### config.mk
export PLATFORM = sky130hd
export DESIGN_NAME = opl_timer_ctrl_flat
export DESIGN_NICKNAME = d
export VERILOG_FILES = /design/src/rtl/opl_timer_ctrl_if.sv /design/src/rtl/opl_timer_ctrl.sv /design/src/flat_wrapper.sv
export SDC_FILE = /design/constraint.sdc
export NUM_CORES = 1
export LEC_CHECK = 0
export ABC_AREA = 1
export CORE_AREA = 2 2 57 99
export DETAILED_ROUTE_END_ITERATION = 16
export DIE_AREA = 0 0 59 101
export GPL_TIMING_DRIVEN = 0
export PLACE_DENSITY = 0.68
export SETUP_SLACK_MARGIN = 0.2
export SKIP_CTS_REPAIR_TIMING = 1
export SLEW_MARGIN = 25
export SYNTH_ARGS = -nofsm -noshare
export SYNTH_HDL_FRONTEND = slang
export SYNTH_SLANG_ARGS = --single-unit
### constraint.sdc
create_clock -name clk -period 1.55 [get_ports clk]
set_input_delay 0.31 -clock clk [delete_from_list [all_inputs] [get_ports clk]]
set_output_delay 0.31 -clock clk [all_outputs]
set_load 0.05 [all_outputs]
### src/rtl/opl_timer_ctrl_if.sv
// ---------------------------------------------------------------------------
// opl_timer_ctrl_if
//   Bundles the host CPU bus, the forwarded register-write stream and the
//   two timer control/overflow lines of opl_timer_ctrl.
//   master : host/core side (drives cs/wr/a0/din and the overflow pulses)
//   slave  : opl_timer_ctrl (drives status, irq, reg-write stream, timer ctl)
//   Signals:
//     cs, wr, a0, din          host write strobe, address/data select, data
//     dout, irq_n              status byte and active-low interrupt
//     reg_wr/reg_addr/reg_data one-cycle forwarded data write
//     timerN_init/timerN_start timer reload value and run level
//     timerN_overflow          one-cycle overflow pulse from each timer
// ---------------------------------------------------------------------------
interface opl_timer_ctrl_if #(
  parameter int REG_TIMER_WIDTH = 8
);
  logic                       cs;
  logic                       wr;
  logic                       a0;
  logic [7:0]                 din;
  logic [7:0]                 dout;
  logic                       irq_n;
  logic                       reg_wr;
  logic [7:0]                 reg_addr;
  logic [7:0]                 reg_data;
  logic [REG_TIMER_WIDTH-1:0] timer1_init;
  logic [REG_TIMER_WIDTH-1:0] timer2_init;
  logic                       timer1_start;
  logic                       timer2_start;
  logic                       timer1_overflow;
  logic                       timer2_overflow;

  modport master (
    output cs, wr, a0, din, timer1_overflow, timer2_overflow,
    input  dout, irq_n, reg_wr, reg_addr, reg_data,
           timer1_init, timer2_init, timer1_start, timer2_start
  );

  modport slave (
    input  cs, wr, a0, din, timer1_overflow, timer2_overflow,
    output dout, irq_n, reg_wr, reg_addr, reg_data,
           timer1_init, timer2_init, timer1_start, timer2_start
  );
endinterface

### src/rtl/opl_timer_ctrl.sv
// ---------------------------------------------------------------------------
// opl_timer_ctrl
//   Host register front end and interrupt controller for the two OPL2 timers.
//   Decodes address/data writes, owns registers 0x02/0x03/0x04, forwards
//   every data write to the core and keeps the sticky FT1/FT2 flags + IRQ.
//   Ports:
//     clk      system clock, rising edge
//     reset_n  asynchronous active-low reset
//     bus      opl_timer_ctrl_if.slave (host bus, reg-write stream, timers)
//   Parameters:
//     STATUS_FILL      constant on status bits [4:0]
//     REG_TIMER_WIDTH  width of the timer init registers
// ---------------------------------------------------------------------------

// Per-timer sticky overflow flag. ft_nxt_o is exposed so the IRQ line can be
// registered from the same next-state as the flag itself.
module opl_timer_ctrl_flag (
  input  logic clk,
  input  logic reset_n,
  input  logic ovf_i,      // overflow pulse from the timer
  input  logic mask_i,     // effective mask for this cycle (new value on write)
  input  logic clr_i,      // RST write
  output logic ft_nxt_o,
  output logic ft_o
);
  logic ft_q, ft_d;

  // An overflow in the same cycle as RST wins; masked overflows are dropped.
  assign ft_d     = (ft_q & ~clr_i) | (ovf_i & ~mask_i);
  assign ft_nxt_o = ft_d;
  assign ft_o     = ft_q;

  always_ff @(posedge clk or negedge reset_n) begin
    if (!reset_n) ft_q <= 1'b0;
    else          ft_q <= ft_d;
  end
endmodule

module opl_timer_ctrl #(
  parameter logic [4:0] STATUS_FILL     = 5'h06,
  parameter int         REG_TIMER_WIDTH = 8
) (
  input  logic             clk,
  input  logic             reset_n,
  opl_timer_ctrl_if.slave  bus
);
  localparam int NUM_TIMERS = 2;
  localparam logic [7:0] ADDR_T1   = 8'h02;
  localparam logic [7:0] ADDR_T2   = 8'h03;
  localparam logic [7:0] ADDR_CTRL = 8'h04;

  // index 0 = timer 1, index 1 = timer 2
  logic                                        wr_q;
  logic [7:0]                                  addr_q, addr_d;
  logic [NUM_TIMERS-1:0][REG_TIMER_WIDTH-1:0]  init_q, init_d;
  logic [NUM_TIMERS-1:0]                       start_q, start_d;
  logic [NUM_TIMERS-1:0]                       mask_q, mask_d;
  logic                                        reg_wr_q, reg_wr_d;
  logic [7:0]                                  reg_addr_q, reg_addr_d;
  logic [7:0]                                  reg_data_q, reg_data_d;
  logic                                        irq_n_q;

  logic                                        commit;
  logic                                        data_commit;
  logic                                        flag_clr;
  logic [NUM_TIMERS-1:0]                       ovf;
  logic [NUM_TIMERS-1:0]                       ft_d, ft_q;

  // One commit per rising edge of (cs & wr); dropping cs re-arms it.
  assign commit      = bus.cs & bus.wr & ~wr_q;
  assign data_commit = commit & bus.a0;
  assign ovf         = {bus.timer2_overflow, bus.timer1_overflow};

  always_comb begin
    addr_d     = addr_q;
    init_d     = init_q;
    start_d    = start_q;
    mask_d     = mask_q;
    flag_clr   = 1'b0;
    reg_wr_d   = data_commit;
    reg_addr_d = reg_addr_q;
    reg_data_d = reg_data_q;

    if (commit && !bus.a0) addr_d = bus.din;

    if (data_commit) begin
      // Every data write is forwarded, including the timer registers.
      reg_addr_d = addr_q;
      reg_data_d = bus.din;
      unique case (addr_q)
        ADDR_T1: init_d[0] = REG_TIMER_WIDTH'(bus.din);
        ADDR_T2: init_d[1] = REG_TIMER_WIDTH'(bus.din);
        ADDR_CTRL: begin
          if (bus.din[7]) begin
            // RST only clears flags; masks and starts untouched.
            flag_clr = 1'b1;
          end else begin
            mask_d  = {bus.din[5], bus.din[6]};
            start_d = bus.din[1:0];
          end
        end
        default: ;
      endcase
    end
  end

  // mask_d (not mask_q) feeds the flags so a mask written in the same cycle
  // as an overflow already suppresses it.
  for (genvar t = 0; t < NUM_TIMERS; t++) begin : g_flag
    opl_timer_ctrl_flag u_flag (
      .clk      (clk),
      .reset_n  (reset_n),
      .ovf_i    (ovf[t]),
      .mask_i   (mask_d[t]),
      .clr_i    (flag_clr),
      .ft_nxt_o (ft_d[t]),
      .ft_o     (ft_q[t])
    );
  end

  always_ff @(posedge clk or negedge reset_n) begin
    if (!reset_n) begin
      wr_q       <= 1'b0;
      addr_q     <= '0;
      init_q     <= '0;
      start_q    <= '0;
      mask_q     <= '0;
      reg_wr_q   <= 1'b0;
      reg_addr_q <= '0;
      reg_data_q <= '0;
      irq_n_q    <= 1'b1;
    end else begin
      wr_q       <= bus.cs & bus.wr;
      addr_q     <= addr_d;
      init_q     <= init_d;
      start_q    <= start_d;
      mask_q     <= mask_d;
      reg_wr_q   <= reg_wr_d;
      reg_addr_q <= reg_addr_d;
      reg_data_q <= reg_data_d;
      // Built from next-state flags so it moves on the same edge as FT1/FT2.
      irq_n_q    <= ~(|ft_d);
    end
  end

  assign bus.dout         = {(|ft_q), ft_q[0], ft_q[1], STATUS_FILL};
  assign bus.irq_n        = irq_n_q;
  assign bus.reg_wr       = reg_wr_q;
  assign bus.reg_addr     = reg_addr_q;
  assign bus.reg_data     = reg_data_q;
  assign bus.timer1_init  = init_q[0];
  assign bus.timer2_init  = init_q[1];
  assign bus.timer1_start = start_q[0];
  assign bus.timer2_start = start_q[1];
endmodule
### src/flat_wrapper.sv
// flat-port wrapper written by rule: the top's interface ports become plain ports
module opl_timer_ctrl_flat 
#(
  parameter logic [4:0] STATUS_FILL     = 5'h06,
  parameter int         REG_TIMER_WIDTH = 8
)
  (clk, reset_n, bus_cs, bus_wr, bus_a0, bus_din, bus_timer1_overflow, bus_timer2_overflow, bus_dout, bus_irq_n, bus_reg_wr, bus_reg_addr, bus_reg_data, bus_timer1_init, bus_timer2_init, bus_timer1_start, bus_timer2_start);
  opl_timer_ctrl_if #(.REG_TIMER_WIDTH(REG_TIMER_WIDTH)) bus_i ();
  input  logic clk;
  input  logic reset_n;
  input wire logic [$bits(bus_i.cs)-1:0] bus_cs;
  input wire logic [$bits(bus_i.wr)-1:0] bus_wr;
  input wire logic [$bits(bus_i.a0)-1:0] bus_a0;
  input wire logic [$bits(bus_i.din)-1:0] bus_din;
  input wire logic [$bits(bus_i.timer1_overflow)-1:0] bus_timer1_overflow;
  input wire logic [$bits(bus_i.timer2_overflow)-1:0] bus_timer2_overflow;
  output wire logic [$bits(bus_i.dout)-1:0] bus_dout;
  output wire logic [$bits(bus_i.irq_n)-1:0] bus_irq_n;
  output wire logic [$bits(bus_i.reg_wr)-1:0] bus_reg_wr;
  output wire logic [$bits(bus_i.reg_addr)-1:0] bus_reg_addr;
  output wire logic [$bits(bus_i.reg_data)-1:0] bus_reg_data;
  output wire logic [$bits(bus_i.timer1_init)-1:0] bus_timer1_init;
  output wire logic [$bits(bus_i.timer2_init)-1:0] bus_timer2_init;
  output wire logic [$bits(bus_i.timer1_start)-1:0] bus_timer1_start;
  output wire logic [$bits(bus_i.timer2_start)-1:0] bus_timer2_start;
  assign bus_i.cs = bus_cs;
  assign bus_i.wr = bus_wr;
  assign bus_i.a0 = bus_a0;
  assign bus_i.din = bus_din;
  assign bus_i.timer1_overflow = bus_timer1_overflow;
  assign bus_i.timer2_overflow = bus_timer2_overflow;
  assign bus_dout = bus_i.dout;
  assign bus_irq_n = bus_i.irq_n;
  assign bus_reg_wr = bus_i.reg_wr;
  assign bus_reg_addr = bus_i.reg_addr;
  assign bus_reg_data = bus_i.reg_data;
  assign bus_timer1_init = bus_i.timer1_init;
  assign bus_timer2_init = bus_i.timer2_init;
  assign bus_timer1_start = bus_i.timer1_start;
  assign bus_timer2_start = bus_i.timer2_start;
  opl_timer_ctrl #(.STATUS_FILL(STATUS_FILL), .REG_TIMER_WIDTH(REG_TIMER_WIDTH)) u_core (.clk(clk), .reset_n(reset_n), .bus(bus_i));
endmodule
==> impl_metrics.tcl <==
set metrics [dict create \
    status "completed" \
    setup_violations 0 \
    slew_viol_final 0 \
    synthFlopType "dfrtp_1" \
    rsz0062_at_grt "yes" \
    io_buffers 53 \
    ys_types 22 \
    crit_slowest_cell "dfrtp_1" \
    fp-row-count 35 \
    stdcell_area_sq_mm 0.00273 \
    dpl.hpwl_um 3180 \
    hold_class "input pin to asynchronous set/reset pin" \
    path_cells "or2_4 > buf_8" \
    drtIter0Drc 36 \
    syn_to_final_growth_pct 36.5 \
    route.detailed.drc 0 \
    syn_inst 210 \
    grt_antenna_before_repair 0 \
    pin_count 59 \
    ys_seq_area_frac 0.614 \
    max_stage_delay_ns 0.40 \
    skew_ns 0.00811 \
    final_cells 341 \
    dp_cells 321 \
    clock-sinks 49 \
    cts_root_buf "clkbuf_8" \
    finalPower_mw 3.90 \
    first_global_vias 1519 \
    ir_drop_mv 0.847 \
    die_height_um 101 \
    grt_pass1_wl_um 7020 \
    gr-total-overflow 0 \
    fin_util 0.528 \
    cts_tree "done" \
    synthArstFlopShare 1.00 \
    initial_utilization 0.387 \
    multiInputGateArea_sq_um 706 \
    finalSetupTns_ns 0 \
    worst_pin_slew_ns 0.602 \
    firstDrtPassIters 4 \
    min_period_ns 1.41 \
    synth_top_area_frac 0.600 \
    whs_ns 0.00524 \
    drive_gt1_frac 0.385 \
    clockBufferDepth 2 \
    post-synth-top-count-cell "nand2_1" \
    synth-edff-count 0 \
    p_per_area_mw_per_mm2 1430 \
    cp_data_required_time_ns 1.24 \
    fmax_mhz 709 \
    avgSynthCellArea_sq_um 9.53 \
    die_x_um 59 \
    totalWireLength_um 4550 \
    pre_cts_ws_ns -0.178 \
    drv_cap 0 \
    synthTopCellsByArea "dfrtp_1, nand2_1, o21ai_0" \
    vias 1610 \
    regArea_sq_mm 0.00123 \
    fillers 517 \
    yosys.area.top_type "dfrtp_1" \
    gp_congestion 0.780 \
    ant_nets 0 \
    finalCritPeriodShare 0.910 \
    ys_ff_latch 49 \
    p_leak_nw 1.44 \
    diodes 0 \
    hold_violations 0 \
    crit_fanout 3 \
    syn_area_sq_mm 0.00200 \
    critPathCaptureType "primary output" \
    grtUsageTotal 0.158 \
    setup.worst_path.class "flop to primary output" \
    placed_cell_area_sq_mm 0.00261 \
    htreeDepth 2 \
    ys_top_cells_by_count "nand2_1, dfrtp_1, o21ai_0" \
    grt_max_degree 50 \
    slew_headroom 0.599 \
    path_clk_slew_ns 0.09 \
    nets 300 \
    worst_slack_ns 0.139 \
    cp-start-kind "flop" \
    viasPerCell 4.72 \
    core-area_sq_mm 0.00517 \
    wl_per_cell_um 13.4 \
    cp.arrival_ns 1.10 \
    clk_latency_ns 0.30 \
    dieArea_sq_mm 0.00596 \
    numCtsBuffers 5 \
    yosysWarnings 0 \
]
[worst max-delay path: cells and delay by family, from the launching register on]
family,cells,cell delay [ns]
buf+inv,1,0.15
flops,1,0.40
simple gates,1,0.26
[placed cells by master (no fill, tap or decap)]
cell / instances
nor2_4: 4
dlymetal6s2s_1: 2
o21ai_2: 2
buf_6: 4
dfrtp_1: 46
buf_4: 21
dfstp_2: 1
clkdlybuf4s50_1: 11
conb_1: 5
buf_12: 1
clkbuf_1: 1
nand2_1: 57
nand2_2: 8
clkinvlp_4: 2
nand3_2: 6
clkbuf_2: 36
inv_4: 1
nand2_4: 4
inv_2: 4
clkbuf_4: 2
o21ai_1: 11
clkbuf_8: 5
dfrtp_2: 2
o21ai_0: 25
inv_1: 13
nor2_2: 4
nor2_8: 1
nor2_1: 3
or2_4: 1
a21oi_1: 2
buf_8: 1
[power breakdown]
group	internal (mW)	switching (mW)	leakage [nW]
clock	0.318	0.429	0.0374
combinational	0.444	1.06	0.776
sequential	1.51	0.148	0.629
[final cells by class]
cell class | count | area share
inverters | 18 | 0.0257
repair buffers | 65 | 0.169
clock inverters | 2 | 0.00550
multi-input cells | 133 | 0.258
plain buffers | 13 | 0.0390
clock buffers | 6 | 0.0266
flip-flops and latches | 49 | 0.451
well taps | 55 | 0.0252
[per-layer routing]
| layer | GRT usage | wire length (um) | vias up | part of all wire |
|---|---|---|---|---|
| li1 | - | - | 797 | - |
| met1 | 0.180 | 1790 | 759 | 0.39 |
| met2 | 0.273 | 2410 | 42 | 0.53 |
| met3 | 0.0270 | 178 | 12 | 0.039 |
| met4 | 0.0822 | 169 | 0 | 0.037 |
| met5 | 0 | 0 | - | 0 |
[registers in the layout, summed over array words and instances (netlist names)]
signal,count
u_core.addr_q,8
u_core.bus.timer2_init,8
u_core.bus.reg_addr,8
u_core.bus.reg_wr,1
u_core.bus.timer1_init,8
u_core.bus.irq_n,1
u_core.g_flag.u_flag.ft_o,2
u_core.mask_q,2
u_core.wr_q,1
u_core.bus.reg_data,8
u_core.start_q,2
[logic make-up (layout without fill, tap and decap cells)]
family	count (synthesis)	after routing	share of synthesized area
AO/OA/AOI/OAI	40	40	0.102
buffers and inverters	31	104	0.0838
flip-flops	49	49	0.614
other	2	5	0.00375
AND/OR/NAND/NOR	88	88	0.197
[final timing paths]
check                      cells after the start                    startpoint                         to  slack [ns]
max                                            2  u_core.g_flag[1].u_flag.ft_o                bus_dout[7]        0.14
min                                            1                       reset_n     u_core.bus.reg_data[0]       0.005
max reg2reg                                    6              u_core.addr_q[2]  u_core.bus.timer1_init[5]        0.22
min reg2reg                                    2        u_core.bus.reg_addr[3]     u_core.bus.reg_addr[3]        0.48
max in group asynchronous                      1                       reset_n           u_core.addr_q[3]        1.11
min in group clk                               3                        bus_wr                u_core.wr_q        0.28
Note: power is estimated with default switching activity, not from simulation.
